**config.mk**
```make
export PLATFORM = sky130hd
export DESIGN_NAME = cla_nibble_serial_adder_flat
export DESIGN_NICKNAME = d
export VERILOG_FILES = /design/src/rtl/cla_nibble_serial_adder_if.sv /design/src/rtl/cla_nibble_serial_adder.sv /design/src/flat_wrapper.sv
export SDC_FILE = /design/constraint.sdc
export NUM_CORES = 1
export LEC_CHECK = 0
export CAP_MARGIN = 25
export CORE_UTILIZATION = 35
export CTS_BUF_LIST = sky130_fd_sc_hd__clkbuf_8
export CTS_CLUSTER_DIAMETER = 200
export DETAILED_ROUTE_END_ITERATION = 16
export PLACE_DENSITY = 0.68
export SETUP_SLACK_MARGIN = 0.2
export SYNTH_ARGS = -nofsm -noshare
export SYNTH_HDL_FRONTEND = slang
export SYNTH_SLANG_ARGS = --single-unit
```
**constraint.sdc**
```tcl
create_clock -name clk -period 1.65 [get_ports clk]
set_input_delay 0.165 -clock clk [delete_from_list [all_inputs] [get_ports clk]]
set_output_delay 0.165 -clock clk [all_outputs]
set_load 0.02 [all_outputs]
```
**src/rtl/cla_nibble_serial_adder_if.sv**
```systemverilog
// Operand/result bundle for the nibble-serial adder: valid/ready operand channel in, valid/ready result channel out.
// Optional macro SUBTRACT_EN adds the sub select that travels with the operands.
interface cla_nibble_serial_adder_if #(
    parameter int WIDTH = 16
);
    logic             in_valid;
    logic             in_ready;
    logic [WIDTH-1:0] a;
    logic [WIDTH-1:0] b;
    logic             cin;
`ifdef SUBTRACT_EN
    logic             sub;
`endif
    logic             out_valid;
    logic             out_ready;
    logic [WIDTH-1:0] sum;
    logic             cout;

    // master = operand source / result consumer, slave = the adder
    modport master (
        output in_valid, a, b, cin,
`ifdef SUBTRACT_EN
        output sub,
`endif
        output out_ready,
        input  in_ready, out_valid, sum, cout
    );

    modport slave (
        input  in_valid, a, b, cin,
`ifdef SUBTRACT_EN
        input  sub,
`endif
        input  out_ready,
        output in_ready, out_valid, sum, cout
    );
endinterface

```
**src/rtl/cla_nibble_serial_adder.sv**
```systemverilog
// Purpose: WIDTH-bit adder that pushes one nibble per cycle (LSB first) through one 4-bit CLA; optional SUBTRACT_EN adds a - b.
// Latency: accept at edge k -> out_valid after edge k+NIBBLES; no bypass, so back-to-back period is NIBBLES+2 cycles.
// Backpressure: result and out_valid are held in DONE until out_ready; in_ready is low from accept until the cycle after the output handshake.

module cla_nibble_serial_adder_cla4 (
    input  logic [3:0] a,
    input  logic [3:0] b,
    input  logic       ci,
    output logic [3:0] s,
    output logic       co
);
    logic [3:0] g;
    logic [3:0] p;
    logic [3:0] c;

    assign g = a & b;
    assign p = a ^ b;

    // Flat lookahead: every carry is a two-level function of g/p/ci, no ripple.
    assign c[0] = ci;
    assign c[1] = g[0] | (p[0] & ci);
    assign c[2] = g[1] | (p[1] & g[0]) | (p[1] & p[0] & ci);
    assign c[3] = g[2] | (p[2] & g[1]) | (p[2] & p[1] & g[0]) | (p[2] & p[1] & p[0] & ci);
    assign co   = g[3] | (p[3] & g[2]) | (p[3] & p[2] & g[1]) | (p[3] & p[2] & p[1] & g[0])
                | (p[3] & p[2] & p[1] & p[0] & ci);

    assign s = p ^ c;
endmodule

module cla_nibble_serial_adder #(
    parameter int WIDTH = 16
) (
    input  logic                     clk,
    input  logic                     rst_n,
    cla_nibble_serial_adder_if.slave bus
);
    localparam int NIBBLES = WIDTH / 4;
    localparam int IW      = (NIBBLES > 1) ? $clog2(NIBBLES) : 1;
    localparam logic [IW-1:0] LAST_IDX = IW'(NIBBLES - 1);

    generate
        if ((WIDTH % 4) != 0 || WIDTH < 8) begin : g_bad_width
            $error("cla_nibble_serial_adder: WIDTH must be a multiple of 4 and at least 8");
        end
    endgenerate

    typedef enum logic [1:0] {
        IDLE = 2'd0,
        RUN  = 2'd1,
        DONE = 2'd2
    } state_t;

    state_t           state;
    logic [IW-1:0]    idx;
    logic             carry;
    logic [WIDTH-1:0] a_sh;
    logic [WIDTH-1:0] b_sh;
    logic [WIDTH-1:0] sum_r;
    logic             cout_r;
    logic             in_ready_r;
    logic             out_valid_r;

    logic [WIDTH-1:0] b_load;
    logic             carry_load;
    logic [3:0]       nib_s;
    logic             nib_co;

`ifdef SUBTRACT_EN
    // a - b = a + ~b + 1; cout then reads as NOT borrow.
    always_comb begin
        b_load     = bus.b;
        carry_load = bus.cin;
        if (bus.sub) begin
            b_load     = ~bus.b;
            carry_load = 1'b1;
        end
    end
`else
    always_comb begin
        b_load     = bus.b;
        carry_load = bus.cin;
    end
`endif

    cla_nibble_serial_adder_cla4 u_cla (
        .a  (a_sh[3:0]),
        .b  (b_sh[3:0]),
        .ci (carry),
        .s  (nib_s),
        .co (nib_co)
    );

    always_ff @(posedge clk or negedge rst_n) begin
        if (!rst_n) begin
            state       <= IDLE;
            idx         <= '0;
            carry       <= 1'b0;
            a_sh        <= '0;
            b_sh        <= '0;
            sum_r       <= '0;
            cout_r      <= 1'b0;
            in_ready_r  <= 1'b1;
            out_valid_r <= 1'b0;
        end else begin
            case (state)
                IDLE: begin
                    if (bus.in_valid) begin
                        a_sh       <= bus.a;
                        b_sh       <= b_load;
                        carry      <= carry_load;
                        idx        <= '0;
                        in_ready_r <= 1'b0;
                        state      <= RUN;
                    end
                end
                RUN: begin
                    a_sh  <= a_sh >> 4;
                    b_sh  <= b_sh >> 4;
                    // Nibble sums enter from the top so nibble 0 lands at [3:0] after the last pass.
                    sum_r <= {nib_s, sum_r[WIDTH-1:4]};
                    carry <= nib_co;
                    if (idx == LAST_IDX) begin
                        cout_r      <= nib_co;
                        idx         <= '0;
                        out_valid_r <= 1'b1;
                        state       <= DONE;
                    end else begin
                        idx <= idx + IW'(1);
                    end
                end
                DONE: begin
                    if (bus.out_ready) begin
                        out_valid_r <= 1'b0;
                        in_ready_r  <= 1'b1;
                        state       <= IDLE;
                    end
                end
                default: begin
                    idx         <= '0;
                    out_valid_r <= 1'b0;
                    in_ready_r  <= 1'b1;
                    state       <= IDLE;
                end
            endcase
        end
    end

    assign bus.in_ready  = in_ready_r;
    assign bus.out_valid = out_valid_r;
    assign bus.sum       = sum_r;
    assign bus.cout      = cout_r;
endmodule

```
**src/flat_wrapper.sv**
```systemverilog
// flat-port wrapper written by rule: the top's interface ports become plain ports
module cla_nibble_serial_adder_flat 
#(
    parameter int WIDTH = 16
)
  (clk, rst_n, bus_in_valid, bus_a, bus_b, bus_cin, bus_out_ready, bus_in_ready, bus_out_valid, bus_sum, bus_cout);
  cla_nibble_serial_adder_if #(.WIDTH(WIDTH)) bus_i ();
  input  logic clk;
  input  logic rst_n;
  input wire logic [$bits(bus_i.in_valid)-1:0] bus_in_valid;
  input wire logic [$bits(bus_i.a)-1:0] bus_a;
  input wire logic [$bits(bus_i.b)-1:0] bus_b;
  input wire logic [$bits(bus_i.cin)-1:0] bus_cin;
  input wire logic [$bits(bus_i.out_ready)-1:0] bus_out_ready;
  output wire logic [$bits(bus_i.in_ready)-1:0] bus_in_ready;
  output wire logic [$bits(bus_i.out_valid)-1:0] bus_out_valid;
  output wire logic [$bits(bus_i.sum)-1:0] bus_sum;
  output wire logic [$bits(bus_i.cout)-1:0] bus_cout;
  assign bus_i.in_valid = bus_in_valid;
  assign bus_i.a = bus_a;
  assign bus_i.b = bus_b;
  assign bus_i.cin = bus_cin;
  assign bus_i.out_ready = bus_out_ready;
  assign bus_in_ready = bus_i.in_ready;
  assign bus_out_valid = bus_i.out_valid;
  assign bus_sum = bus_i.sum;
  assign bus_cout = bus_i.cout;
  cla_nibble_serial_adder #(.WIDTH(WIDTH)) u_core (.clk(clk), .rst_n(rst_n), .bus(bus_i));
endmodule
```
# [Word-level counts from Yosys, hierarchy flattened]
# Cells that the tools add are included.
# Widths: inputs -> output; s select.
[totals] elab_cells=75 ff_bits=56 output_inout_bits=19 in_bits=37
[classes] reduce_logical=8 n_addsub=1 n_eq_ne=6 bitwise_logic=32 mux=19
[op_table] op="$pmux 16 s2" count=2
[op_table] op="$mux 16" count=2
[op_table] op="$and 1x1->1" count=16
[op_table] op="$pmux 2 s3" count=2
[op_table] op="$mux 2" count=5
[op_table] op="$or 1x1->1" count=10
[op_table] op="$reduce_and 3->1" count=3
[op_table] op="$xor 4x4->4" count=2
[op_table] op="$pmux 1 s3" count=2
[op_table] op="$reduce_and 2->1" count=3
[op_table] op="$mux 1" count=5
[op_table] op="$and 4x4->4" count=1
[op_table] op="$eq 2x2->1 const B" count=2
[op_table] op="$ne 2x2->1 const B" count=2
[op_table] op="$not 1->1" count=3
[op_table] op="$add 2x1->2 const B" count=1
[op_table] op="$eq 2x1->1 const B" count=1
[op_table] op="$logic_not 2->1" count=1
[op_table] op="$ne 2x1->1 const B" count=1
[op_table] op="$pmux 1 s2" count=1
[op_table] op="$reduce_bool 2->1" count=1

# [Depth between registers and ports, before layout]
[depth] word_depth=7 ltp_mapped=6 ltp_nobuf=4

# [Hierarchy]
# Synthesis repeated with hierarchy kept, for this count alone.
[hier_totals] cells_unflattened=255 area_unflattened_um2=2514.9
[by_module_without_submodules] mod="cla_nibble_serial_adder" seq_area_each_um2=1402.6 n_inst=1 area_each_um2=2367.3 cells_per_inst=238
[by_module_without_submodules] mod="cla_nibble_serial_adder_cla4" seq_area_each_um2=0.0 n_inst=1 area_each_um2=147.6 cells_per_inst=17

# [Worst setup path after synthesis]
# Ideal clock, no wire load.
[synth_path] path_kind="register to register" startpoint="register u_core.b_sh[2]" endpoint="register u_core.carry" path_buffers=0 stages_incl_launch_ff=5 t_required_ns=1.508 period_less_slack_ns=1.453 setup_ns=0.142 slack_ns=0.197 arrival_time_ns=1.311 path_cell_list="dfrtp_1 -> ha_1 -> a21o_1 -> a221oi_1 -> a222oi_1"
[synth_between] elab_chain_cells=7 word_cells_on_any_way=14 cone_classes="mux: 1; bitwise: 13"
[synth_rtl] item="from (decl)" line="cla_nibble_serial_adder.sv:57" rtl="logic [WIDTH-1:0] b_sh;"
[synth_rtl] item="from (signal assigned)" line="cla_nibble_serial_adder.sv:109" rtl="b_sh <= b_load;"
[synth_rtl] item="from (signal assigned)" line="cla_nibble_serial_adder.sv:118" rtl="b_sh <= b_sh >> 4;"
[synth_rtl] item="$and 4x4->4 or $xor 4x4->4 (tied branches)" line="cla_nibble_serial_adder.sv:16, cla_nibble_serial_adder.sv:17"
[synth_rtl] item="$and 1x1->1, on equally long branches" line="cla_nibble_serial_adder.sv:24, cla_nibble_serial_adder.sv:25"
[synth_rtl] item="$or 1x1->1 (tied with other cells) (2 in a row)" line="cla_nibble_serial_adder.sv:24" rtl="assign co = g[3] | (p[3] & g[2]) | (p[3] & p[2] & g[1]) | (p[3] & p[2] & p[1] & g[0])"
[synth_rtl] item="$or 1x1->1 or $and 1x1->1 (tied branches)" line="cla_nibble_serial_adder.sv:24, cla_nibble_serial_adder.sv:25"
[synth_rtl] item="$or 1x1->1 *" line="cla_nibble_serial_adder.sv:25" rtl="| (p[3] & p[2] & p[1] & p[0] & ci);"
[synth_rtl] item="$pmux 1 s2 *" line="cla_nibble_serial_adder.sv:105" rtl="case (state)"
[synth_rtl] item="to (signal assigned)" line="cla_nibble_serial_adder.sv:110" rtl="carry <= carry_load;"
[synth_rtl] item="to (signal assigned)" line="cla_nibble_serial_adder.sv:121" rtl="carry <= nib_co;"
[synth_rtl] item="to (decl)" line="cla_nibble_serial_adder.sv:55" rtl="logic carry;"
# Every way passes the cells marked *; elsewhere a longest branch is shown, timed or not.
# A chain may end at the register's enable or synchronous reset.

# [Worst setup path after layout]
[layout_path] startpoint="register u_core.sum_r[2], in the netlist u_core.bus.sum[2]" endpoint="output port bus_sum[2]"
[layout_rtl] item="from (decl)" line="cla_nibble_serial_adder.sv:58" rtl="logic [WIDTH-1:0] sum_r;"
[layout_rtl] item="from (signal assigned)" line="cla_nibble_serial_adder.sv:120" rtl="sum_r <= {nib_s, sum_r[WIDTH-1:4]};"
[layout_rtl] item="to (decl)" line="flat_wrapper.sv:17" rtl="output wire logic [$bits(bus_i.sum)-1:0] bus_sum;"
# No word-level cell between the ends.

==> results by group <==
Synth
  • Net Count, Synth: 295
  • Post-synthesis sequential area ratio: 55.1%
  • Synth Warn #: 0
  • Post-synthesis xor/xnor area fraction: 0.344%
  • FF+latch count, synth: 56
  • Post-synthesis mux area share: 6.29%
  • Compound-Gate Fraction of Synth Area: 16.9%
  • Main combinational cell family by area after synthesis: compound AO/OA/AOI/OAI gates
  • Post-Synth Simple-Gate Area: 13.5%
  • Post-synthesis cell type count: 29
  • Post-synthesis adder-cell area fraction: 3.24%
  • Mean Syn Cell Area: 10.1 sq um
  • Area of the mapped netlist: 2550 sq um
  • Cells after Synth: 252

Worst setup path
  • Cells along the critical path: clkdlybuf4s50_1
  • Crit-path max FO: 2
  • R2r setup slk: 240 ps
  • CP Capture Type: output port
  • Setup CP Type: flop to output port
  • CP max-delay cell: clkdlybuf4s50_1
  • Worst R2R End: u_core.carry
  • Cells on worst reg2reg path: 4
  • Critical path's largest stage delay: 600 ps
  • Worst Path Arrival: 1240 ps
  • CP delay by family, top: buffers and inverters
  • WP buf/inv: 1
  • Setup crit start kind: flop
  • Crit Reg-Reg Startpoint: u_core.a_sh[1]
  • CP Data Required Time: 1480 ps

STA
  • Fmax: 0.710 GHz
  • Max-slew violations: 0
  • Least-Margin Pin Slew: 329 ps
  • Final Hold Fails: 0
  • Setup violators final: 0
  • Rel. slew slack: 78.1%
  • Hold_ws: 388 ps
  • Setup Skew: 7.94 ps
  • RSZ-0062 raised after global routing: true
  • Tmin final: 1410 ps
  • Setup_tns: 0 ps
  • Period utilisation layout: 85.3%

Detailed routing
  • WL final: 5540 um
  • DR vias: 1,983
  • Antenna Nets Post-Route: 0
  • DR DRC count: 0
  • Via-to-Cell Ratio: 4.77
  • DR iter-0 viols: 102
  • Routed WL per cell: 13.3 um
  • Drt first pass iters: 4

Die
  • Initial Util: 36.9%
  • Die width: 87.3 um
  • Area of the core: 6910 sq um
  • # rows: 30
  • Die Y: 87.3 um
  • DIE AREA: 7620 sq um
  • # IOs: 56

Finish
  • Antenna Cells: 0
  • Area grow syn2layout: 36.5%
  • Nets: 362
  • Layout cell share with drive strength beyond 1: 11.9%

Global routing
  • Total Routing Usage GR: 15.7%
  • Remaining global-route overflow: 0
  • First-pass GRT wire length: 9180 um
  • Initial antenna violation count: 0
  • Vias in the first global route: 2,000
  • Largest net degree at the start of global routing: 57

Clock tree
  • TritonCTS Buffers: 5
  • CTS H-Tree Depth: 2
  • Clock Latency Late Sink: 300 ps
  • Clock buffer depth: 2
  • Num Clock Sinks: 56
  • Worst-path clk slew: 100 ps
  • Root Driver: clkbuf_8
  • CTS tree: yes

Pwr
  • Pleak: 0.00167 uW
  • Internal power: 3970 uW
  • Clock Power Share: 11.7%
  • Switch Pwr: 2650 uW
  • Sequential share of power: 36.4%
  • Power Density: 1900 nW/um^2
  • Logic pwr share: 51.9%
  • Sw Ratio: 40.0%
  • Final total power: 6610 uW
  • Peak supply drop: 0.000708 V

Placement
  • HPWL after detailed placement: 3880 um
  • GPL Wtd Cong: 0.814
  • I/O Buffers: 55

Run
  • Maxcap violations: 0

Worst hold path
  • Hold/Removal Path Class: input port to async pin

Run status
  • Run status: completed
cells by family (layout without fill, tap and decap cells):
| group | Yosys count | count (layout) |
|---|---|---|
| AND/OR/NAND/NOR | 83 | 83 |
| AO/OA/AOI/OAI | 69 | 69 |
| flip-flops | 56 | 56 |
| buffers and inverters | 21 | 89 |
| multiplexers | 16 | 16 |
| adder cells (fa/ha/maj) | 6 | 6 |
| XOR/XNOR | 1 | 1 |
worst max-delay path by stage:
stage / startpoint / end / slack, ps / cells after the start
final: u_core.bus.sum[2] / bus_sum[2] / 240 / 1
after global routing: u_core.a_sh[0] / u_core.carry / 170 / 4
after detailed placement: bus_in_valid / u_core.a_sh[6] / 140 / 6
after floorplan: u_core.b_sh[2] / u_core.carry / 250 / 4
after CTS: u_core.bus.sum[0] / bus_sum[0] / 210 / 1
after global placement: bus_in_valid / u_core.a_sh[7] / 130 / 6
state kept, by name, indices dropped and copies added, names as in the netlist:
| name | cells |
|---|---|
| u_core.a_sh | 16 |
| u_core.b_sh | 16 |
| u_core.bus.sum | 16 |
| u_core.idx | 2 |
| u_core.state | 2 |
| u_core.bus.cout | 1 |
| u_core.bus.in_ready | 1 |
| u_core.bus.out_valid | 1 |
| u_core.carry | 1 |
worst register-to-register path: cells and delay by family, from the launching register on:
family	cells	cell delay, ps
compound gates	2	370
fa+ha+maj	1	310
flops	1	450
simple gates	1	190
cells in the mapped netlist:
master	n	area (sq um)
buf_6	2	22.5
o21bai_2	1	11.3
o22a_1	1	8.76
buf_2	10	50.1
dfrtp_1	55	1380
a22oi_1	8	60.1
a21oi_1	7	35.0
a222oi_1	1	10.0
inv_1	5	18.8
o21ai_1	33	165
nor2_1	6	22.5
nand2b_1	2	12.5
nand2_1	64	240
dfstp_2	1	26.3
a22o_1	8	70.1
and2b_1	1	7.51
a211oi_1	2	15.0
xor2_1	1	8.76
a21o_1	3	22.5
mux2i_1	16	160
nor2b_1	8	50.1
a221oi_1	2	17.5
clkbuf_1	1	3.75
fa_1	1	20.0
o21ai_0	3	15.0
buf_4	3	22.5
nor3_1	1	5.00
and3_1	1	6.26
ha_1	5	62.6
final cells by class:
cell class                 count  area [sq um]
fill                         666          3430
sequential                    56          1400
multi-input combinational    175          1100
timing repair buffer          76           744
tap                           96           120
clock buffer                   6          82.6
inverter                       5          18.8
clock inverter                 2          11.3
repair_timing:
action,CTS,global route
resized for setup,20,4
endpoints found under the setup margin,18,7
hold buffers,1,0
endpoints found under the hold margin,55,0
pin swaps,3,7
setup buffers,3,4
layout by cell type (no fill, tap or decap):
cell type | synthesis | layout
o21ai_0 | 3 | 3
clkbuf_8 | 0 | 6
dlymetal6s2s_1 | 0 | 3
dfstp_2 | 1 | 1
a22o_1 | 8 | 8
nor3_1 | 1 | 1
nor2b_1 | 8 | 7
a21oi_1 | 7 | 7
a221oi_2 | 0 | 2
inv_1 | 5 | 6
clkdlybuf4s50_1 | 0 | 36
a21o_1 | 3 | 3
mux2i_1 | 16 | 16
o22a_1 | 1 | 1
xor2_1 | 1 | 1
clkinvlp_4 | 0 | 1
buf_4 | 3 | 16
dfrtp_1 | 55 | 55
o21ai_1 | 33 | 33
nand2_1 | 64 | 64
o21bai_2 | 1 | 1
and3_4 | 0 | 1
dlygate4sd2_1 | 0 | 15
ha_1 | 5 | 1
buf_2 | 10 | 1
fa_1 | 1 | 1
ha_4 | 0 | 4
buf_12 | 0 | 4
a211oi_1 | 2 | 2
and2b_1 | 1 | 1
a222oi_1 | 1 | 1
nor2b_2 | 0 | 1
nor2_1 | 6 | 6
a22oi_1 | 8 | 8
nand2b_1 | 2 | 2
dlygate4sd3_1 | 0 | 1
metrics by stage:
step           utilization (%)  setup WS, ps  cell area, sq um  std cells
2_1_floorplan                -           251              2550        252
3_3_place_gp              47.3           127              3270        400
3_5_place_dp              47.3           137              3270        400
4_1_cts                   49.7           206              3430        412
5_1_grt                   50.3           172              3480        416
6_report                  50.3           242              3480        416
routing by layer:
layer / wire (um) / part of all wire, % / up-vias / global-route usage, %
met2: 2580 / 47 / 58 / 24.6
met3: 307 / 5.5 / 4 / 3.98
li1: - / - / 994 / -
met4: 42 / 0.76 / 0 / 5.07
met5: 0 / 0 / - / 0
met1: 2610 / 47 / 927 / 21.1
power groups by stage:
stage	combinational [uW]	sequential [uW]	clock [uW]
2_1_floorplan	1950	2570	0
3_3_place_gp	3200	2390	0
3_5_place_dp	3280	2420	0
4_1_cts	3340	2420	798
5_1_grt	3830	2480	846
6_report	3430	2410	776
Power figures use the tool's default switching activity.
